$ cat src/rtl/lap_timer.sv
// lap_timer: BCD SS.hh stopwatch with lap capture, clear and synchronised raw button inputs.
// Optional LAP_TIMER_SATURATE_EN: hold at 99.99 and stop instead of wrapping.
module lap_timer #(
  parameter int CLK_FREQ_HZ = 100000000,
  parameter int TICK_HZ     = 100
) (
  input  logic        i_clk,
  input  logic        i_rst_n,
  input  logic        i_start_stop,
  input  logic        i_lap,
  input  logic        i_clear,
  output logic [15:0] o_data_out,
  output logic        o_running,
  output logic        o_lap_active,
  output logic        o_overflow
);
  localparam int DIV = CLK_FREQ_HZ / TICK_HZ;
  localparam int PW  = (DIV > 2) ? $clog2(DIV) : 1;
  typedef enum logic [1:0] {IDLE, RUN, STOP, LAP_RUN} state_t;
  state_t          r_state, w_next;
  logic [2:0]      r_sync1, r_sync2, r_prev, w_pulse;
  logic [PW-1:0]   r_presc;
  logic [15:0]     r_count, r_lap, w_inc;
  logic            r_ovf, w_counting, w_tick, w_max, w_sat, w_cap, w_c;
  logic            w_clr, w_ss, w_lp;
  // bit order {clear, start_stop, lap}
  always_ff @(posedge i_clk or negedge i_rst_n)
    if (!i_rst_n) begin
      r_sync1 <= '0;
      r_sync2 <= '0;
      r_prev  <= '0;
    end else begin
      r_sync1 <= {i_clear, i_start_stop, i_lap};
      r_sync2 <= r_sync1;
      r_prev  <= r_sync2;
    end
  assign w_pulse    = r_sync2 & ~r_prev;
  assign w_clr      = w_pulse[2];
  assign w_ss       = w_pulse[1];
  assign w_lp       = w_pulse[0];
  assign w_counting = (r_state == RUN) || (r_state == LAP_RUN);
  assign w_tick     = w_counting && (r_presc == PW'(DIV - 1));
  assign w_max      = (r_count == 16'h9999);
`ifdef LAP_TIMER_SATURATE_EN
  assign w_sat = w_tick & w_max;
`else
  assign w_sat = 1'b0;
`endif
  assign w_cap = w_counting & w_lp & ~w_ss & ~w_clr;
  always_comb begin
    w_inc = r_count;
    w_c   = 1'b1;
    for (int k = 0; k < 4; k++)
      if (w_c) begin
        if (w_inc[4*k +: 4] == 4'd9) w_inc[4*k +: 4] = 4'd0;
        else begin
          w_inc[4*k +: 4] = w_inc[4*k +: 4] + 4'd1;
          w_c = 1'b0;
        end
      end
  end
  always_ff @(posedge i_clk or negedge i_rst_n)
    if (!i_rst_n) r_state <= IDLE;
    else          r_state <= w_next;
  always_comb begin
    w_next = r_state;
    case (r_state)
      IDLE:    w_next = w_ss ? RUN : IDLE;
      RUN:     w_next = w_ss ? STOP : (w_lp ? LAP_RUN : RUN);
      LAP_RUN: w_next = w_ss ? STOP : LAP_RUN;
      STOP:    w_next = w_ss ? RUN : (w_lp ? IDLE : STOP);
      default: w_next = IDLE;
    endcase
    if (w_sat) w_next = STOP;
    if (w_clr) w_next = IDLE;
  end
  // entering (or staying in) IDLE zeroes the whole datapath
  always_ff @(posedge i_clk or negedge i_rst_n)
    if (!i_rst_n) begin
      r_presc <= '0;
      r_count <= '0;
      r_lap   <= '0;
      r_ovf   <= 1'b0;
    end else if (w_next == IDLE) begin
      r_presc <= '0;
      r_count <= '0;
      r_lap   <= '0;
      r_ovf   <= 1'b0;
    end else begin
      if (w_counting) r_presc <= w_tick ? '0 : r_presc + 1'b1;
      if (w_tick && !w_sat) r_count <= w_inc;
      if (w_tick && w_max) r_ovf <= 1'b1;
      if (w_cap) r_lap <= r_count;
    end
  always_comb begin
    o_data_out   = (r_state == LAP_RUN) ? r_lap : r_count;
    o_running    = w_counting;
    o_lap_active = (r_state == LAP_RUN);
    o_overflow   = r_ovf;
  end
endmodule

$ cat config.mk
export PLATFORM = sky130hd
export DESIGN_NAME = lap_timer
export DESIGN_NICKNAME = d
export VERILOG_FILES = /design/src/rtl/lap_timer.sv
export SDC_FILE = /design/constraint.sdc
export NUM_CORES = 1
export LEC_CHECK = 0
export CAP_MARGIN = 5
export CORE_ASPECT_RATIO = 0.5
export CORE_MARGIN = 2
export CORE_UTILIZATION = 45
export CTS_BUF_LIST = sky130_fd_sc_hd__clkbuf_2 sky130_fd_sc_hd__clkbuf_4 sky130_fd_sc_hd__clkbuf_8
export CTS_CLUSTER_SIZE = 10
export DETAILED_ROUTE_END_ITERATION = 16
export GPL_ROUTABILITY_DRIVEN = 0
export SLEW_MARGIN = 10
export SYNTH_ARGS = -nofsm -noshare
export SYNTH_HDL_FRONTEND = slang
export SYNTH_SLANG_ARGS = --single-unit
$ cat constraint.sdc
create_clock -name i_clk -period 3.1 [get_ports i_clk]
set_input_delay 0.62 -clock i_clk [delete_from_list [all_inputs] [get_ports i_clk]]
set_output_delay 0.62 -clock i_clk [all_outputs]
set_load 0.03 [all_outputs]
==> results.md <==
- Rel. slew slack: 61.4%
- CTS tree: yes
- MaxCap Viol Count: 0
- DRC: 0
- Syn-to-layout area delta: 17.3%
- F_max: 350 MHz
- Detailed placement HPWL: 4710 um
- Reg-to-reg slack, setup: 0.46 ns
- Post-synthesis xor/xnor area fraction: 3.78%
- Power density over the cells: 474 nW/um2
- Hold buffer count at CTS: 0
- Root Driver: clkbuf_8
- CTS clk-pin slew, worst paths: 0.07 ns
- Htree depth: 3
- WP data required: 2.48 ns
- PostCTS Resize Cnt: 0
- Vias in the first global route: 2504
- Critical path startpoint: r_state[1]
- Fin Hold WS: 0.263 ns
- Area leader, netlist: dfrtp_1
- Tmin final: 2.86 ns
- Mapped Cells: 319
- Final hold vios: 0
- Initial Util: 47.5%
- Logic gate share of total power: 11.2%
- Setup Buffers After CTS: 0
- Worst Skew: 0.00943 ns
- I/O pins: 24
- Final wirelength: 6870 um
- Pre-antenna DRT Iters: 4
- Post-Syn Area: 3250 um2
- Nets: 362
- Synth area leaders: dfrtp_1, mux2i_1, mux2_2
- Largest family of logic cells by synthesized area: simple AND/OR/NAND/NOR gates
- RSZ-0062 raised after global routing: false
- Sum of negative setup slack: 0 ns
- Synth warn: 0
- Placed cell count: 429
- Via/cell ratio: 5.49
- Hold WC Path Type: input port to async pin
- Mux contribution to synthesized area: 9.71%
- Simple-gate share of the synthesized area: 19.9%
- Avg Inst Size Synth: 10.2 um2
- Critical path fanouts, max: 9
- First-pass GRT wire length: 11900 um
- Int Pwr: 1.34 mW
- PortBufs: 23
- Sequential power share: 47.6%
- Synth Area in Compound Gates: 10.8%
- Synth top area share: 49.3%
- ANT cells: 0
- DP Worst Slack: 0.482 ns
- Ratio of final minimum period to clock period: 92.2%
- Sw Share: 26.0%
- Initial DRC Count: 165
- Layout cells sized above 1: 11.6%
- Post-route setup slack: 0.241 ns
- CTS Buf Count: 9
- Startpoint types: register
- R2R Path Start: r_state[0]
- P_sw: 0.470 mW
- Main synth FF type: dfrtp_1
- Clk pwr share: 41.2%
- Core Footprint: 6830 um2
- Arr. time, crit path: 2.24 ns
- Worst Tran Pin Value: 0.565 ns
- VDD IR max: 0.360 mV
- # rows: 21
- Crit Path Category: register to output pin
- Die Span X: 124 um
- FF+latch count, synth: 64
- Die Height: 64.1 um
- Post-synthesis sequential area ratio: 49.3%
- Clk Latency, worst-skew pair: 0.35 ns
- Post-synth EDFFs: 0
- Yosys cell types: 43
- Post-Synth Adder-Cell Area: 3.47%
- Leakage: 1.54 nW
- Largest net degree at the start of global routing: 32
- Status: finished clean
- Post-route ant nets: 0
- CTS max path bufs: 2
- Async set or reset register ratio after synthesis: 100%
- Syn_nets: 333
- DR WL/cell: 15.5 um
- Sink Count: 64
- DIE AREA: 7950 um2
- Routed vias: 2439
- # setup viols final: 0
- Total grt overflow: 0
- Initial antenna violation count: 0
- Slew Viols, Final: 0
- Final std cells w/o fill: 444
- GRT Total Usage: 19.8%
- Crit end category: output pin
==> stage by stage <==
stage / instance area [um2] / util [%] / total power, mW
2_1_floorplan: 3250 / - / 0.998
3_3_place_gp: 3600 / 52.8 / 1.08
3_5_place_dp: 3600 / 52.8 / 1.08
4_1_cts: 3810 / 55.8 / 1.83
5_1_grt: 3810 / 55.8 / 1.89
6_report: 3810 / 55.8 / 1.81
==> layer usage <==
layer,share of wire [%],track usage (%),up-vias
met5,0,0,-
met4,1.4,8.01,0
met3,4.4,6.43,10
met2,47,30.5,42
met1,47,25.8,1199
li1,-,-,1188
==> worst paths after layout <==
kind	end	cells after the start
worst min register to register	r_sync2[1]	0
worst max-delay path	o_data_out[9]	4
worst min-delay path	r_count[12]	1
min in group i_clk	r_sync2[1]	0
max in group asynchronous	r_state[1]	2
worst max register to register	r_presc[9]	6
==> cell usage in the layout (no fill, tap or decap), types with 2 or more instances in the layout <==
cell type	count
dfrtp_1	64
nor2_1	34
nand2_1	22
clkdlybuf4s50_1	22
mux2i_1	18
or3_1	18
a21oi_1	18
xnor2_1	14
o21ai_0	14
nand3_1	13
inv_1	12
mux2_2	12
clkbuf_8	12
ha_1	9
a211oi_1	7
buf_4	7
nor2b_1	6
o21a_1	4
nor3_1	4
a32o_1	4
nand2b_1	3
and3b_1	3
nand4_1	3
or4b_1	2
nor4_4	2
and2_1	2
or4_1	2
or2_2	2
a2111oi_0	2
clkinv_2	2
==> critical path, stage by stage (launching register included) <==
cell and delay (ns):
dfrtp_1 0.40, nand2_1 0.21, clkinv_1 0.29, o21ai_0 0.29
clkdlybuf4s50_1 0.71
==> synthesized netlist by cell type (all sizes together) (3+ instances only) <==
library cell and count:
clkbuf 8, mux2i 18, nand2 22, nor2b 6
nor2 34, nand2b 3, dfrtp 64, nand3 13
a211oi 7, o21a 4, a32o 4, xnor2 14
inv 12, and3b 3, nand4 4, a21oi 18
o21ai 15, nor3 4, ha 9, buf 4
or3 18, nor4 3, mux2 12
==> kinds of logic after synthesis <==
kind of cell,after synthesis
AOI/OAI and AO/OA,56
muxes,30
and+or+nand+nor,121
adders and majority gates,9
DFF,64
xor gates and xnor gates,14
buffers and inverters,25
==> registers in the layout (all words and copies together) (netlist names) <==
name and cells:
r_sync1 3, r_prev 3, r_presc 20, r_lap 16
o_overflow 1, r_state 2, r_count 16, r_sync2 3
==> cell type report <==
cell class | count | area (um2)
Multi-Input combinational cell | 230 | 1560
Sequential cell | 64 | 1600
Inverter | 13 | 48.8
Clock inverter | 3 | 40.0
Fill cell | 586 | 3020
Clock buffer | 12 | 165
Timing Repair Buffer | 30 | 278
Tap cell | 92 | 115
==> power by group through the flow <==
stage	combinational [mW]	clock (mW)	sequential (mW)
global route	0.225	0.805	0.860
CTS	0.206	0.761	0.859
floorplan	0.124	0	0.874
finish	0.202	0.743	0.860
global placement	0.203	0	0.874
detailed placement	0.205	0	0.875
No activity file was read; power rests on OpenSTA's default activity.
